===== config.mk =====
export PLATFORM = sky130hd
export DESIGN_NAME = sdram_write_master
export DESIGN_NICKNAME = d
export VERILOG_FILES = /design/src/rtl/sdram_pkg.sv /design/src/rtl/sdram_wr_fifo.sv /design/src/rtl/sdram_write_master.sv
export SDC_FILE = /design/constraint.sdc
export NUM_CORES = 2
export LEC_CHECK = 0
export CORE_MARGIN = 3
export CORE_UTILIZATION = 65
export DETAILED_ROUTE_END_ITERATION = 12
export GPL_ROUTABILITY_DRIVEN = 0
export PLACE_DENSITY_LB_ADDON = 0.2
export RECOVER_POWER = 25
export SLEW_MARGIN = 15
export SYNTH_ARGS = -nofsm -noshare
export SYNTH_HDL_FRONTEND = slang
export SYNTH_SLANG_ARGS = --single-unit

===== constraint.sdc =====
create_clock -name clk -period 10 [get_ports clk]
set_input_delay 2 -clock clk [delete_from_list [all_inputs] [get_ports clk]]
set_output_delay 2 -clock clk [all_outputs]
set_load 0.05 [all_outputs]

===== src/rtl/sdram_pkg.sv =====
// Shared SDRAM path definitions: default widths and the burst-engine state type.
// Used by both the read and the write masters.
package sdram_pkg;

    localparam int unsigned SDRAM_ADDR_W        = 32;
    localparam int unsigned SDRAM_W             = 128;
    localparam int unsigned SDRAM_LEN_W         = 16;
    localparam int unsigned SDRAM_BURST_W       = 8;
    localparam int unsigned SDRAM_MAX_BURST     = 64;
    localparam int unsigned SDRAM_WR_FIFO_DEPTH = 16;

    typedef enum logic [1:0] {
        IDLE  = 2'd0,
        BURST = 2'd1,
        DONE  = 2'd2
    } sdram_state_e;

endpackage


===== src/rtl/sdram_wr_fifo.sv =====
// Synchronous show-ahead FIFO for the SDRAM write path.
// Ports: clk, rst_n (async active-low), push/push_data (ignored when full),
//        pop (ignored when empty), head (current oldest entry, valid when !empty),
//        full, empty (registered flags).
// A push while full is dropped even if a pop happens in the same cycle, so
// the producer-side ready can be derived from the registered full flag.
module sdram_wr_fifo #(
    parameter int unsigned WIDTH = 128,
    parameter int unsigned DEPTH = 16
) (
    input  logic             clk,
    input  logic             rst_n,
    input  logic             push,
    input  logic [WIDTH-1:0] push_data,
    input  logic             pop,
    output logic [WIDTH-1:0] head,
    output logic             full,
    output logic             empty
);

    localparam int unsigned AW = $clog2(DEPTH);
    localparam int unsigned CW = AW + 1;

    logic [WIDTH-1:0] mem [DEPTH];
    logic [AW-1:0]    wr_ptr;
    logic [AW-1:0]    rd_ptr;
    logic [CW-1:0]    count;
    logic [CW-1:0]    count_d;
    logic             do_push;
    logic             do_pop;

    assign do_push = push && !full;
    assign do_pop  = pop && !empty;
    assign head    = mem[rd_ptr];

    // Occupancy after this cycle's push/pop
    always_comb begin
        count_d = count;
        case ({do_push, do_pop})
            2'b10:   count_d = count + CW'(1);
            2'b01:   count_d = count - CW'(1);
            default: count_d = count;
        endcase
    end

    // Pointers, occupancy and registered flags
    always_ff @(posedge clk or negedge rst_n) begin
        if (!rst_n) begin
            wr_ptr <= '0;
            rd_ptr <= '0;
            count  <= '0;
            full   <= 1'b0;
            empty  <= 1'b1;
        end else begin
            if (do_push) wr_ptr <= wr_ptr + AW'(1);
            if (do_pop)  rd_ptr <= rd_ptr + AW'(1);
            count <= count_d;
            full  <= (count_d == CW'(DEPTH));
            empty <= (count_d == '0);
        end
    end

    // Storage has no reset; contents are only observed through non-empty entries
    always_ff @(posedge clk) begin
        if (do_push) mem[wr_ptr] <= push_data;
    end

endmodule


===== src/rtl/sdram_write_master.sv =====
// Avalon-MM burst write initiator returning exec-unit results to SDRAM.
// Accepts (byte address, beat count) commands, buffers a valid/ready data
// stream in a local FIFO and emits bursts of at most MAX_BURST beats.
// Ports:
//   clk, rst_n                  clock, async active-low reset
//   cmd_valid/cmd_ready,
//   cmd_addr, cmd_len           command handshake, start byte address, beats
//   wr_valid/wr_ready, wr_data  data stream (wr_ready = FIFO not full)
//   wr_strb                     byte strobes, only with SDRAM_WR_STRB_EN
//   avm_*                       Avalon-MM burst write master
//   busy, done                  not idle / one-cycle completion pulse
// Optional feature macro: SDRAM_WR_STRB_EN (per-beat strobes stored in the
// FIFO and driven on avm_byteenable; otherwise byteenable is all ones on writes).
module sdram_write_master
    import sdram_pkg::*;
#(
    parameter int unsigned ADDR_W     = SDRAM_ADDR_W,
    parameter int unsigned DATA_W     = SDRAM_W,
    parameter int unsigned LEN_W      = SDRAM_LEN_W,
    parameter int unsigned BURST_W    = SDRAM_BURST_W,
    parameter int unsigned MAX_BURST  = SDRAM_MAX_BURST,
    parameter int unsigned FIFO_DEPTH = SDRAM_WR_FIFO_DEPTH
) (
    input  logic                clk,
    input  logic                rst_n,
    input  logic                cmd_valid,
    output logic                cmd_ready,
    input  logic [ADDR_W-1:0]   cmd_addr,
    input  logic [LEN_W-1:0]    cmd_len,
    input  logic                wr_valid,
    output logic                wr_ready,
    input  logic [DATA_W-1:0]   wr_data,
`ifdef SDRAM_WR_STRB_EN
    input  logic [DATA_W/8-1:0] wr_strb,
`endif
    output logic [ADDR_W-1:0]   avm_address,
    output logic [BURST_W-1:0]  avm_burstcount,
    output logic                avm_write,
    output logic [DATA_W-1:0]   avm_writedata,
    output logic [DATA_W/8-1:0] avm_byteenable,
    input  logic                avm_waitrequest,
    output logic                busy,
    output logic                done
);

    localparam int unsigned BE_W       = DATA_W / 8;
    localparam int unsigned BYTE_SHIFT = $clog2(BE_W);
`ifdef SDRAM_WR_STRB_EN
    localparam int unsigned FIFO_W = DATA_W + BE_W;
`else
    localparam int unsigned FIFO_W = DATA_W;
`endif

    sdram_state_e        state_q;
    sdram_state_e        state_d;
    logic [ADDR_W-1:0]   addr_q;
    logic [LEN_W-1:0]    remaining_q;
    logic [BURST_W-1:0]  blen_q;
    logic [BURST_W-1:0]  beat_cnt_q;

    logic                fifo_full;
    logic                fifo_empty;
    logic [FIFO_W-1:0]   fifo_din;
    logic [FIFO_W-1:0]   fifo_head;
    logic                fifo_push;

    logic                cmd_fire;
    logic                write_en;
    logic                beat;
    logic                last_beat;
    logic [LEN_W-1:0]    rem_after;

    // Beats in the next burst: min(n, MAX_BURST)
    function automatic logic [BURST_W-1:0] clip_burst(input logic [LEN_W-1:0] n);
        return (n > LEN_W'(MAX_BURST)) ? BURST_W'(MAX_BURST) : BURST_W'(n);
    endfunction

`ifdef SDRAM_WR_STRB_EN
    assign fifo_din       = {wr_strb, wr_data};
    assign avm_byteenable = write_en ? fifo_head[FIFO_W-1:DATA_W] : '0;
`else
    assign fifo_din       = wr_data;
    assign avm_byteenable = {BE_W{write_en}};
`endif

    sdram_wr_fifo #(
        .WIDTH (FIFO_W),
        .DEPTH (FIFO_DEPTH)
    ) u_fifo (
        .clk       (clk),
        .rst_n     (rst_n),
        .push      (fifo_push),
        .push_data (fifo_din),
        .pop       (beat),
        .head      (fifo_head),
        .full      (fifo_full),
        .empty     (fifo_empty)
    );

    assign wr_ready  = !fifo_full;
    assign fifo_push = wr_valid && !fifo_full;

    assign cmd_fire  = (state_q == IDLE) && cmd_valid;
    assign write_en  = (state_q == BURST) && !fifo_empty;
    assign beat      = write_en && !avm_waitrequest;
    assign last_beat = beat && (beat_cnt_q == blen_q - BURST_W'(1));
    assign rem_after = remaining_q - LEN_W'(blen_q);

    // Writedata is forced to zero outside write cycles so idle/reset outputs are clean
    assign avm_write      = write_en;
    assign avm_writedata  = write_en ? fifo_head[DATA_W-1:0] : '0;
    assign avm_address    = addr_q;
    assign avm_burstcount = blen_q;

    // State register
    always_ff @(posedge clk or negedge rst_n) begin
        if (!rst_n) state_q <= IDLE;
        else        state_q <= state_d;
    end

    // Next-state and control outputs
    always_comb begin
        state_d   = state_q;
        cmd_ready = 1'b0;
        busy      = 1'b1;
        done      = 1'b0;
        case (state_q)
            IDLE: begin
                cmd_ready = 1'b1;
                busy      = 1'b0;
                if (cmd_valid) state_d = (cmd_len == '0) ? DONE : BURST;
            end
            BURST: begin
                if (last_beat && (rem_after == '0)) state_d = DONE;
            end
            DONE: begin
                done    = 1'b1;
                state_d = IDLE;
            end
            default: state_d = IDLE;
        endcase
    end

    // Burst bookkeeping: address, remaining beats, burst length, beat index
    always_ff @(posedge clk or negedge rst_n) begin
        if (!rst_n) begin
            addr_q      <= '0;
            remaining_q <= '0;
            blen_q      <= '0;
            beat_cnt_q  <= '0;
        end else if (cmd_fire) begin
            addr_q      <= cmd_addr;
            remaining_q <= cmd_len;
            blen_q      <= clip_burst(cmd_len);
            beat_cnt_q  <= '0;
        end else if (beat) begin
            if (last_beat) begin
                remaining_q <= rem_after;
                addr_q      <= addr_q + (ADDR_W'(blen_q) << BYTE_SHIFT);
                blen_q      <= clip_burst(rem_after);
                beat_cnt_q  <= '0;
            end else begin
                beat_cnt_q  <= beat_cnt_q + BURST_W'(1);
            end
        end
    end

endmodule

==> impl_metrics.py <==
metrics = {
    "run_status": {
        "status": "finished, final reports clean",
    },
    "power": {
        "internal_power_mw": 19.5,
        "swShare_pct": 34.2,
        "p_switching_mw": 10.2,
        "seq_power_share_pct": 37.9,
        "leakagePower_nw": 30.0,
        "ir_drop_mv": 0.403,
        "power_density_nw_per_um2": 313,
        "combPwrFrac_pct": 37.2,
        "clkPwrFrac_pct": 24.9,
    },
    "synthesis": {
        "synth_top_area_share_pct": 74.3,
        "syn_inst": 3600,
        "yosysUniqueCellTypes": 66,
        "synth_common_cells": "edfxtp_1, mux4_2, and2_1",
        "synthArstFlopShare_pct": 3.80,
        "synth-edff-count": 2048,
        "syn_avg_cell_area_um2": 23.0,
        "syn-num-nets": 3811,
        "synth_area_leaders": "edfxtp_1, mux4_2, dfrtp_1",
        "syn_area_um2": 82800,
        "synth_seq_area_share_pct": 76.8,
        "synth.ff_latch_count": 2129,
        "synthFlopType": "edfxtp_1",
        "synth.most_common_cell": "edfxtp_1",
        "ys_warn_count": 0,
        "yosysTopAreaCell": "edfxtp_1",
    },
    "grt": {
        "grt_pass1_vias": 41900,
        "grt_pass1_wl_um": 284000,
        "gr-total-overflow": 0,
        "antenna_found_initial": 39,
        "grt_usage_pct": 30.2,
        "grt_max_degree": 166,
    },
    "critical_path": {
        "r2r_start": "u_fifo.full$_DFF_PN0_",
        "crit_type": "flop to output pin",
        "startpoint": "u_fifo.rd_ptr[0]$_DFFE_PN0P_",
        "cp-start-kind": "flop",
        "cp_max_fo": 49,
        "cp.arrival_ns": 4.67,
        "endpoint_kind": "output pin",
        "worstPathRequired_ns": 8.00,
    },
    "sta": {
        "clock_skew_ns": 0.0291,
        "post-route-period-util_pct": 66.7,
        "setup_ws_ns": 3.33,
        "max_slew_margin_pct": 21.3,
        "drv_slew": 0,
        "tightest_slew_ns": 1.18,
        "fmax_ghz": 0.150,
        "hold_viol_final": 0,
        "timing.final.setup_violations": 0,
        "rsz0062_at_grt": "false",
        "fin_tns_setup_ns": 0,
        "hold_slack_ns": 0.478,
        "finalCriticalPeriod_ns": 6.67,
    },
    "clock_tree": {
        "postCtsHoldBufs": 0,
        "clk_pin_slew_ns": 0.06,
        "root_buffer": "clkbuf_16",
        "cts_resized": 0,
        "clkLatencyLatePin_ns": 0.82,
        "clock-sinks": 2129,
        "cts_tree": "yes",
        "cts_buffers": 201,
        "clockBufferDepth": 3,
        "post_cts_buffers": 0,
        "htreeDepth": 4,
    },
    "worst_hold_path": {
        "min_path_type": "flop to flop",
        "hold_start": "u_fifo.count[4]$_DFF_PN0_",
    },
    "placement": {
        "dp_slack_ns": 3.88,
        "dp.cells": 5470,
        "hpwl_um": 88700,
        "port_buffers": 369,
    },
    "finish": {
        "fin_nets": 4234,
        "area_growth_pct": 14.6,
        "drive_above_1_share_pct": 23.9,
        "finalNonFillerCells": 5879,
    },
    "detailed_routing": {
        "viasPerCell": 6.78,
        "drt-pass1-iter-count": 5,
        "antenna_left": 0,
        "drc": 0,
        "vias": 39900,
        "first_iter_violations": 4525,
        "wirelength_um": 192000,
        "wire_per_inst_um": 32.7,
    },
    "floorplanning": {
        "die_w_um": 363,
        "initial_utilization_pct": 65.6,
        "coreArea_um2": 126000,
        "num_rows": 130,
        "top_level_ports": 370,
        "dieArea_um2": 132000,
        "die_h_um": 363,
    },
    "job": {
        "cap_violations": 0,
    },
}
==> layer usage <==
metal / vias to the layer above / wire length [um] / GRT usage, %
met2: 2225 / 98200 / 49.2
met4: 6 / 6150 / 11.5
met1: 21200 / 71300 / 41.2
met5: - / 39 / 0
li1: 16100 / - / -
met3: 352 / 16400 / 6.33
==> power groups by stage <==
stage          Sequential, mW  Clock [mW]  Combinational, mW
2_1_floorplan            11.4           0               7.60
3_3_place_gp             11.3           0               11.0
3_5_place_dp             11.4           0               11.0
4_1_cts                  11.3        7.50               11.2
5_1_grt                  11.3        7.83               11.6
6_report                 11.3        7.40               11.0
==> cells in the final DEF (no fill, tap or decap), types with 47 or more instances in the layout <==
| cell | netlist | layout |
|---|---|---|
| dlygate4sd3_1 | 0 | 80 |
| edfxtp_1 | 2048 | 2048 |
| clkbuf_1 | 118 | 54 |
| dfrtp_1 | 80 | 76 |
| and2_1 | 148 | 132 |
| nor2_1 | 47 | 47 |
| clkdlybuf4s50_1 | 0 | 288 |
| mux4_2 | 640 | 640 |
| nand2_1 | 72 | 72 |
| clkinv_1 | 0 | 49 |
| clkbuf_16 | 0 | 204 |
==> stage by stage <==
step	instance area [um2]	total power [mW]	utilization, %
final	94800	29.7	75.2
after CTS	94700	29.9	75.2
after global placement	88400	22.3	70.1
after global routing	94800	30.7	75.2
after floorplan	82800	19.0	-
after detailed placement	88400	22.4	70.1
==> flip-flops by register name (all words and copies together), names as in the netlist <==
register        count
avm_address        32
avm_burstcount      8
beat_cnt_q          8
remaining_q        16
state_q             2
u_fifo.count        5
u_fifo.empty        1
u_fifo.full         1
u_fifo.mem       2048
u_fifo.rd_ptr       4
u_fifo.wr_ptr       4
==> worst max-delay path: stages (launching register included) <==
cell	delay, ns
dfrtp_4	0.86
buf_4	0.87
mux4_2	0.62
mux4_2	0.49
and2_1	0.24
clkdlybuf4s50_1	0.73
==> logic make-up (layout without fill, tap and decap cells) <==
kind of cell             after synthesis  after routing  share of synthesized area [%]
multiplexers                         643            643                           17.5
XOR/XNOR                              45             45                          0.476
flip-flops                          2129           2129                           76.8
AND/OR/NAND/NOR                      368            368                           2.46
adder cells (fa/ha/maj)               30             30                          0.481
buffers and inverters                230            824                           1.14
other                                  0             35                              0
AO/OA/AOI/OAI                        155            155                           1.21
==> area by class of cell <==
type | count | area [um2]
Clock inverter | 113 | 1030
Clock buffer | 261 | 5360
Antenna cell | 35 | 87.6
Inverter | 30 | 113
Sequential cell | 2129 | 63500
Multi-Input combinational cell | 1241 | 18300
Timing Repair Buffer | 420 | 4300
Fill cell | 6567 | 31200
Tap cell | 1650 | 2060
==> path summary, 6_finish.rpt <==
kind                                                      end  slack, ns  cells past startpoint
worst max register to register  u_fifo.mem[10][121]$_DFFE_PP_       5.88                      5
max in group asynchronous        u_fifo.rd_ptr[1]$_DFFE_PN0P_       7.14                      2
worst min register to register      u_fifo.count[4]$_DFF_PN0_       0.48                      1
worst max-delay path                        avm_writedata[92]       3.33                      5
min in group asynchronous           beat_cnt_q[5]$_DFFE_PN0P_       1.29                      1
worst min-delay path                u_fifo.count[4]$_DFF_PN0_       0.48                      1
(Power assumes the default switching activity.)
